`config.mk`:
```
export PLATFORM = sky130hd
export DESIGN_NAME = debounce_edge
export DESIGN_NICKNAME = d
export VERILOG_FILES = /design/src/rtl/debounce_edge.sv
export SDC_FILE = /design/constraint.sdc
export NUM_CORES = 1
export LEC_CHECK = 0
export BUFFER_PORTS_ARGS = -buffer_cell sky130_fd_sc_hd__clkbuf_2
export CAP_MARGIN = 20
export CORE_ASPECT_RATIO = 0.9
export CORE_UTILIZATION = 45
export CTS_CLUSTER_SIZE = 40
export DETAILED_ROUTE_END_ITERATION = 7
export PLACE_DENSITY = 0.78
export SLEW_MARGIN = 20
export SYNTH_ARGS = -nofsm -noshare
export SYNTH_HDL_FRONTEND = slang
export SYNTH_SLANG_ARGS = --single-unit
```
`constraint.sdc`:
```
create_clock -name clk -period 1.8 [get_ports clk]
set_clock_uncertainty 0.1 [all_clocks]
set_input_delay 0.09 -clock clk [delete_from_list [all_inputs] [get_ports clk]]
set_output_delay 0.09 -clock clk [all_outputs]
set_load 0.05 [all_outputs]
```
`src/rtl/debounce_edge.sv`:
```
// debounce_edge: glitch filter with registered level, rise/fall strobes and rising-edge counter; DEBOUNCE_GLITCH_CNT_EN adds glitch_cnt.
// Latency: level_out follows DB_CYCLES edges after the first new sample; no backpressure, a sample is taken every cycle.
module debounce_edge #(
  parameter int DB_CYCLES = 16,
  parameter int CNT_W     = 16,
  parameter int TMR_W     = 16
) (
  input  logic             clk,
  input  logic             rst,
  input  logic             sync_in,
  input  logic             clr_cnt,
  output logic             level_out,
  output logic             rise_pulse,
  output logic             fall_pulse,
  output logic [CNT_W-1:0] edge_cnt,
  output logic             cnt_ovf
`ifdef DEBOUNCE_GLITCH_CNT_EN
  ,
  output logic [CNT_W-1:0] glitch_cnt
`endif
);

  typedef enum logic [1:0] {S_LOW, S_RISE_CHK, S_HIGH, S_FALL_CHK} state_t;

  localparam logic [TMR_W-1:0] DB_LAST = TMR_W'(DB_CYCLES - 1);

  state_t           state, state_nxt;
  logic [TMR_W-1:0] tmr, tmr_nxt;
  logic             commit_rise, commit_fall;

  always_ff @(posedge clk) begin
    if (rst) begin
      state      <= S_LOW;
      tmr        <= '0;
      level_out  <= 1'b0;
      rise_pulse <= 1'b0;
      fall_pulse <= 1'b0;
    end else begin
      state      <= state_nxt;
      tmr        <= tmr_nxt;
      level_out  <= (state_nxt == S_HIGH) || (state_nxt == S_FALL_CHK);
      rise_pulse <= commit_rise;
      fall_pulse <= commit_fall;
    end
  end

  // tmr counts consecutive samples that disagree with the committed level
  always_comb begin
    state_nxt   = state;
    tmr_nxt     = tmr;
    commit_rise = 1'b0;
    commit_fall = 1'b0;
    case (state)
      S_LOW: begin
        if (sync_in) begin
          state_nxt = S_RISE_CHK;
          tmr_nxt   = TMR_W'(1);
        end else begin
          tmr_nxt   = '0;
        end
      end
      S_RISE_CHK: begin
        if (!sync_in) begin
          state_nxt = S_LOW;
          tmr_nxt   = '0;
        end else if (tmr == DB_LAST) begin
          state_nxt   = S_HIGH;
          tmr_nxt     = '0;
          commit_rise = 1'b1;
        end else begin
          tmr_nxt = tmr + TMR_W'(1);
        end
      end
      S_HIGH: begin
        if (!sync_in) begin
          state_nxt = S_FALL_CHK;
          tmr_nxt   = TMR_W'(1);
        end else begin
          tmr_nxt   = '0;
        end
      end
      S_FALL_CHK: begin
        if (sync_in) begin
          state_nxt = S_HIGH;
          tmr_nxt   = '0;
        end else if (tmr == DB_LAST) begin
          state_nxt   = S_LOW;
          tmr_nxt     = '0;
          commit_fall = 1'b1;
        end else begin
          tmr_nxt = tmr + TMR_W'(1);
        end
      end
      default: begin
        state_nxt = S_LOW;
        tmr_nxt   = '0;
      end
    endcase
  end

  // clear beats a coinciding rise commit; the strobe path is unaffected
  always_ff @(posedge clk) begin
    if (rst || clr_cnt) begin
      edge_cnt <= '0;
      cnt_ovf  <= 1'b0;
    end else if (commit_rise) begin
      edge_cnt <= edge_cnt + CNT_W'(1);
      if (&edge_cnt) cnt_ovf <= 1'b1;
    end
  end

`ifdef DEBOUNCE_GLITCH_CNT_EN
  logic glitch_abort;
  assign glitch_abort = ((state == S_RISE_CHK) && !sync_in) ||
                        ((state == S_FALL_CHK) &&  sync_in);

  always_ff @(posedge clk) begin
    if (rst || clr_cnt) begin
      glitch_cnt <= '0;
    end else if (glitch_abort) begin
      glitch_cnt <= glitch_cnt + CNT_W'(1);
    end
  end
`endif

endmodule

```
==> results of run 1 <==
-- worst paths after layout --
check / from / end / slack, ns
max: tmr[11] / edge_cnt[9] / 0.05
min: sync_in / fall_pulse / 0.02
min reg2reg: cnt_ovf / cnt_ovf / 0.38
max reg2reg: tmr[11] / edge_cnt[9] / 0.05
-- placed cells by master, fill, tap and decap left out, types with 3 or more instances in the layout --
cell | netlist | final
or4_1 | 10 | 9
clkbuf_2 | 0 | 23
dfxtp_2 | 0 | 16
a21o_1 | 3 | 3
nand3_2 | 0 | 3
o31ai_1 | 10 | 8
buf_4 | 1 | 27
buf_6 | 2 | 3
xor2_1 | 6 | 6
dfxtp_1 | 38 | 21
nor4_1 | 3 | 3
nor2_1 | 14 | 14
nand4_1 | 12 | 12
and4_1 | 5 | 5
nor3_1 | 4 | 3
or3_1 | 6 | 6
a21oi_1 | 18 | 17
clkbuf_8 | 0 | 6
nand3_1 | 13 | 10
o21ai_0 | 6 | 6
nand2_1 | 10 | 10
xnor2_1 | 5 | 5
inv_1 | 4 | 4
-- where the power goes --
part	internal, uW	leakage [uW]	switching (uW)	total [uW]
logic	14.7	0.000506	23.4	38.1
registers	841	0.000316	1.25	842
clock network	309	0.0000482	309	618
total	1160	0.000870	333	1500
-- registers in the layout, summed over array words and instances, names as in the netlist --
signal,flops
level_out,1
state,2
rise_pulse,1
fall_pulse,1
edge_cnt,16
tmr,16
cnt_ovf,1
-- worst max-delay path, stage by stage, from the launching register on --
cell and delay [ns]:
dfxtp_2 0.34, nor4_2 0.27, buf_4 0.18, nand4_1 0.20, or4_4 0.47, a21oi_2 0.13
-- through the flow --
step	instances	area (um^2)	util
after global placement	284	2120	0.563
after detailed placement	284	2120	0.563
after floorplan	198	1810	-
after global routing	299	2340	0.623
after CTS	298	2270	0.605
final	299	2340	0.623
-- layer usage --
metal  vias to the layer above  track usage  part of all wire
li1                        870            -                 -
met1                       806        0.323              0.49
met2                        38        0.338              0.45
met3                         6       0.0766             0.040
met4                         0       0.0774             0.013
met5                         -            0                 0
-- layout make-up --
type                       count  share of cell area
inverter                       4             0.00641
multi-input combinational    149               0.440
sequential                    38               0.335
timing repair buffer          54               0.154
tap                           46              0.0246
clock inverter                 1             0.00214
clock buffer                   7              0.0369
-- kinds of logic after synthesis --
group | share of synthesized area
and+or+nand+nor | 0.307
AOI/OAI and AO/OA | 0.157
DFF | 0.424
buffers and inverters | 0.0390
xor gates and xnor gates | 0.0537
adders and majority gates | 0.0139
muxes | 0.00558
-- repair_timing --
item                                   in CTS  in global routing
setup endpoints to repair                  12                 18
pin swaps                                   8                  6
endpoints found under the hold margin       2                  0
hold buffers                                1                  0
setup buffers                               5                  0
resized for setup                           6                 18
gates cloned                                0                  1
==> run summary, run 1 <==
status: finished clean
Ports: 24
P_leak: 0.000870 uW
Synth Register Bits: 38
GRT Total Usage: 0.232
Reg2Reg Depth: 5
GPL Wtd Cong: 0.790
Max Clk Rate: 571 MHz
initial antenna violation count: 0
cell with the most instances after synthesis: dfxtp_1
WHS Path Cells: 3
share of cells above drive strength 1: 0.383
routed vias: 1720
vias in the first global route: 1519
Final HPWL DP: 2910 um
post-layout min period: 1.75 ns
fillcell total: 319
Least-Margin Pin Slew: 0.385 ns
Routed Antenna Nets: 0
crit path DAT: 1.89 ns
area leader, netlist: dfxtp_1
Initial DRT Pass Iterations: 5
pre-CTS WS: -0.117 ns
Synth area leaders: dfxtp_1 (42%), a21oi_1 (5.0%), nand4_1 (4.2%), o31ai_1 (4.2%), or4_1 (4.2%)
die area: 0.00425 mm^2
Pwr Density: 640 mW/mm^2
CTS Sinks: 38
routed wire length: 4390 um
Fin Setup TNS: 0 ns
Root Buffer: clkbuf_8
count of different cell masters after synthesis: 37
crit share post-route: 0.973
CTS Buf Count: 5
synthesized cell area: 0.00180 mm^2
Clk pin slew, worst setup/hold paths: 0.08 ns
mean post-synth cell area: 9.07 um^2
DR iter-0 viols: 123
Post-synth EDFFs: 0
initial core utilization: 0.478
Slew Limit Fails: 0
Row Count: 21
H-tree Lvls: 2
Die Y: 61.9 um
GR Overflow Total: 0
multi-input combinational cell area: 0.00103 mm^2
TritonCTS clock tree: yes
sequential-to-total area share from yosys stat: 0.424
worst-path fanout max: 5
area share of the largest cell type after synthesis: 0.424
Die W: 68.6 um
crit path kind: register to register
syn_nets: 204
Synth top cells by count: dfxtp_1 (38), a21oi_1 (18), nor2_1 (14), nand3_1 (13), nand4_1 (12)
ys flop type: dfxtp_1
Peak VDD IR: 0.000493 V
Async SR Flop Fraction: 0
IO Port Bufs: 23
Worst Hold Class: input pin to register
total chip power: 1500 uW
max_cap viols: 0
core area: 0.00376 mm^2
maximum clock path buffer count: 2
ANT cells: 0
latest clock arrival within the worst-skew pair: 0.30 ns
Worst Path Required: 1.94 ns
Ys Warns: 0
RSZ-0062 raised after global routing: true
DRC violations left: 0
first-pass GRT wire length: 7100 um
relative slew slack: 0.741
pin count of the biggest net entering global routing: 16
final hold viol count: 0
nature of the critical path endpoint: register
drt via density: 5.75
final net count: 258
Setup WS post-layout: 0.0484 ns
Setup-failing EPs final: 0
CP startpoint kind: register
FF/Latch Area: 785 um^2
synth-to-layout area growth: 30.4%
Wirelength per Cell: 14.7 um
hold slack final: 0.0207 ns
Synth Instances: 198
Note: power is estimated with default switching activity, not from simulation.
==> inputs of run 2 (changes only) <==
CELL_PAD_IN_SITES_DETAIL_PLACEMENT = 1   (was default)
CELL_PAD_IN_SITES_GLOBAL_PLACEMENT = 1   (was default)
CORE_UTILIZATION = 39   (was 45)
PLACE_DENSITY = 0.86   (was 0.78)
==> run summary, run 2 (same netlist as run 1, synthesis figures left out) <==
DR iter-0 viols: 142 (+15%)
routed wire length: 7390 um (+68%)
share of cells above drive strength 1: 0.456 (+0.0729)
Worst Hold Class: input pin to register
status: finished with violations
Clk pin slew, worst setup/hold paths: 0.08 ns (about the same)
first-pass GRT wire length: 9830 um (+38%)
Post-Route Utilization: 0.577 (-0.0460)
CP Cell Sequence: nor4_4 -> buf_4 -> nand4_1 -> buf_4 -> o31ai_1 -> a21oi_2
die area: 0.00488 mm^2 (+15%)
Worst path max stage delay: 0.34 ns (-0.13 ns)
pin count of the biggest net entering global routing: 16 (unchanged)
RR Startpoint: tmr[12]
top flop regs: edge_cnt (16), tmr (16), state (2)
Max Clk Rate: 500 MHz (-12%)
commonest non-fill, non-tap cells in the layout: buf_4 (36), clkbuf_2 (23), dfxtp_1 (19)
Slew Limit Fails: 0 (unchanged)
failing checks: negative hold slack, negative setup slack
Wirelength per Cell: 22.7 um (+55%)
Root Buffer: clkbuf_8
fillcell total: 516 (+62%)
Initial DRT Pass Iterations: 4 (-1)
crit path DAT: 2.09 ns (+0.20 ns)
Fin Setup TNS: -1.13 ns (-1.13 ns)
worst-path fanout max: 6 (+1)
Peak VDD IR: 0.000353 V (-28%)
IO Port Bufs: 23 (unchanged)
relative slew slack: 0.688 (-0.0527)
Die Y: 66.4 um (+7.2%)
GRT Total Usage: 0.274 (+0.0419)
CP startpoint: tmr[12]
CTS Sinks: 38 (unchanged)
multi-input combinational cell area: 0.00112 mm^2 (+8.6%)
Cell Area, Placed: 0.00217 mm^2 (+2.7%)
GPL Wtd Cong: 0.823 (+4.2%)
ANT cells: 0 (unchanged)
nature of the critical path endpoint: register
synth-to-layout area growth: 42.4%
crit path kind: register to register
top cell family by delay on the critical path: simple AND/OR/NAND/NOR gates
Least-Margin Pin Slew: 0.466 ns (+0.0809 ns)
CTS Buf Count: 5 (unchanged)
Routed Antenna Nets: 0 (unchanged)
Final HPWL DP: 3710 um (+28%)
Worst Path Required: 1.89 ns (-0.05 ns)
RSZ-0062 raised after global routing: true
crit share post-route: 1.11 (+0.137)
pre-CTS WS: -0.171 ns (-0.0532 ns)
most used cell, CP: buf_4
drt via density: 6.07 (+5.5%)
number of buffers and inverters on the critical path: 2 (+1)
routed vias: 1972 (+15%)
max_cap viols: 0 (unchanged)
DRC violations left: 0 (unchanged)
Setup WS post-layout: -0.198 ns (-0.247 ns)
Design Area, Final: 0.00256 mm^2 (+9.2%)
vias in the first global route: 1982 (+30%)
GR Overflow Total: 0 (unchanged)
TritonCTS clock tree: yes
FF/Latch Area: 787 um^2 (+0.32%)
initial core utilization: 0.405 (-0.0727)
Ports: 24 (unchanged)
Pwr Density: 641 mW/mm^2 (+0.12%)
final net count: 268 (+3.9%)
Row Count: 23 (+9.5%)
hold slack final: -0.00107 ns (-0.0218 ns)
final hold viol count: 1 (+1)
hold path start: clr_cnt
most common cell after layout, fill and taps aside: buf_4
Die W: 73.5 um (+7.2%)
initial antenna violation count: 0 (unchanged)
CP startpoint kind: register
P_leak: 0.000914 uW (+5.0%)
core area: 0.00443 mm^2 (+18%)
Setup-failing EPs final: 13 (+13)
slowest CP cell: dfxtp_2
maximum clock path buffer count: 2 (unchanged)
latest clock arrival within the worst-skew pair: 0.31 ns (about the same)
H-tree Lvls: 2 (unchanged)
post-layout min period: 2.00 ns (+0.247 ns)
==> run 2: path summary, 6_finish.rpt <==
path	end	slack, ns	cells past startpoint
setup / recovery	edge_cnt[7]	-0.20	6
hold / removal	edge_cnt[3]	-0.001	3
setup reg to reg	edge_cnt[7]	-0.20	6
hold reg to reg	cnt_ovf	0.40	1
==> run 2: report_power, final <==
part / switching [uW] / internal, uW
sequential: 1.63 / 841
clock: 344 / 408
combinational: 28.6 / 14.9
total: 375 / 1260
==> run 2: timing repair <==
action,CTS,global route
endpoints found under the hold margin,2,0
buffers inserted,7,3
gates resized for setup,16,26
hold buffers,1,0
endpoints found under the setup margin,20,21
cloned,1,0
pin swaps,12,12
==> run 2: per-layer routing <==
| metal | vias up | part of all wire | track usage |
|---|---|---|---|
| met5 | - | 0 | 0 |
| met4 | 0 | 0.045 | 0.123 |
| met3 | 33 | 0.034 | 0.0427 |
| met2 | 62 | 0.53 | 0.516 |
| met1 | 986 | 0.39 | 0.299 |
| li1 | 891 | - | - |
==> run 2: layout make-up <==
| class | count | share of cell area |
|---|---|---|
| sequential | 38 | 0.308 |
| inverter | 4 | 0.00587 |
| tap | 62 | 0.0303 |
| clock buffer | 5 | 0.0269 |
| timing repair buffer | 64 | 0.176 |
| clock inverter | 3 | 0.0157 |
| multi-input combinational | 149 | 0.438 |
==> run 2: metrics by stage <==
stage	std cells	power, uW
floorplan	198	884
global placement	305	897
detailed placement	305	899
CTS	322	1640
global route	325	1670
finish	325	1640
==> run 2: worst reg2reg max path, delay by kind of cell, from the launching register on <==
kind,cells,cell delay [ns]
AO/OA/AOI/OAI,2,0.43
buffers and inverters,2,0.45
flip-flops,1,0.34
AND/OR/NAND/NOR,2,0.57
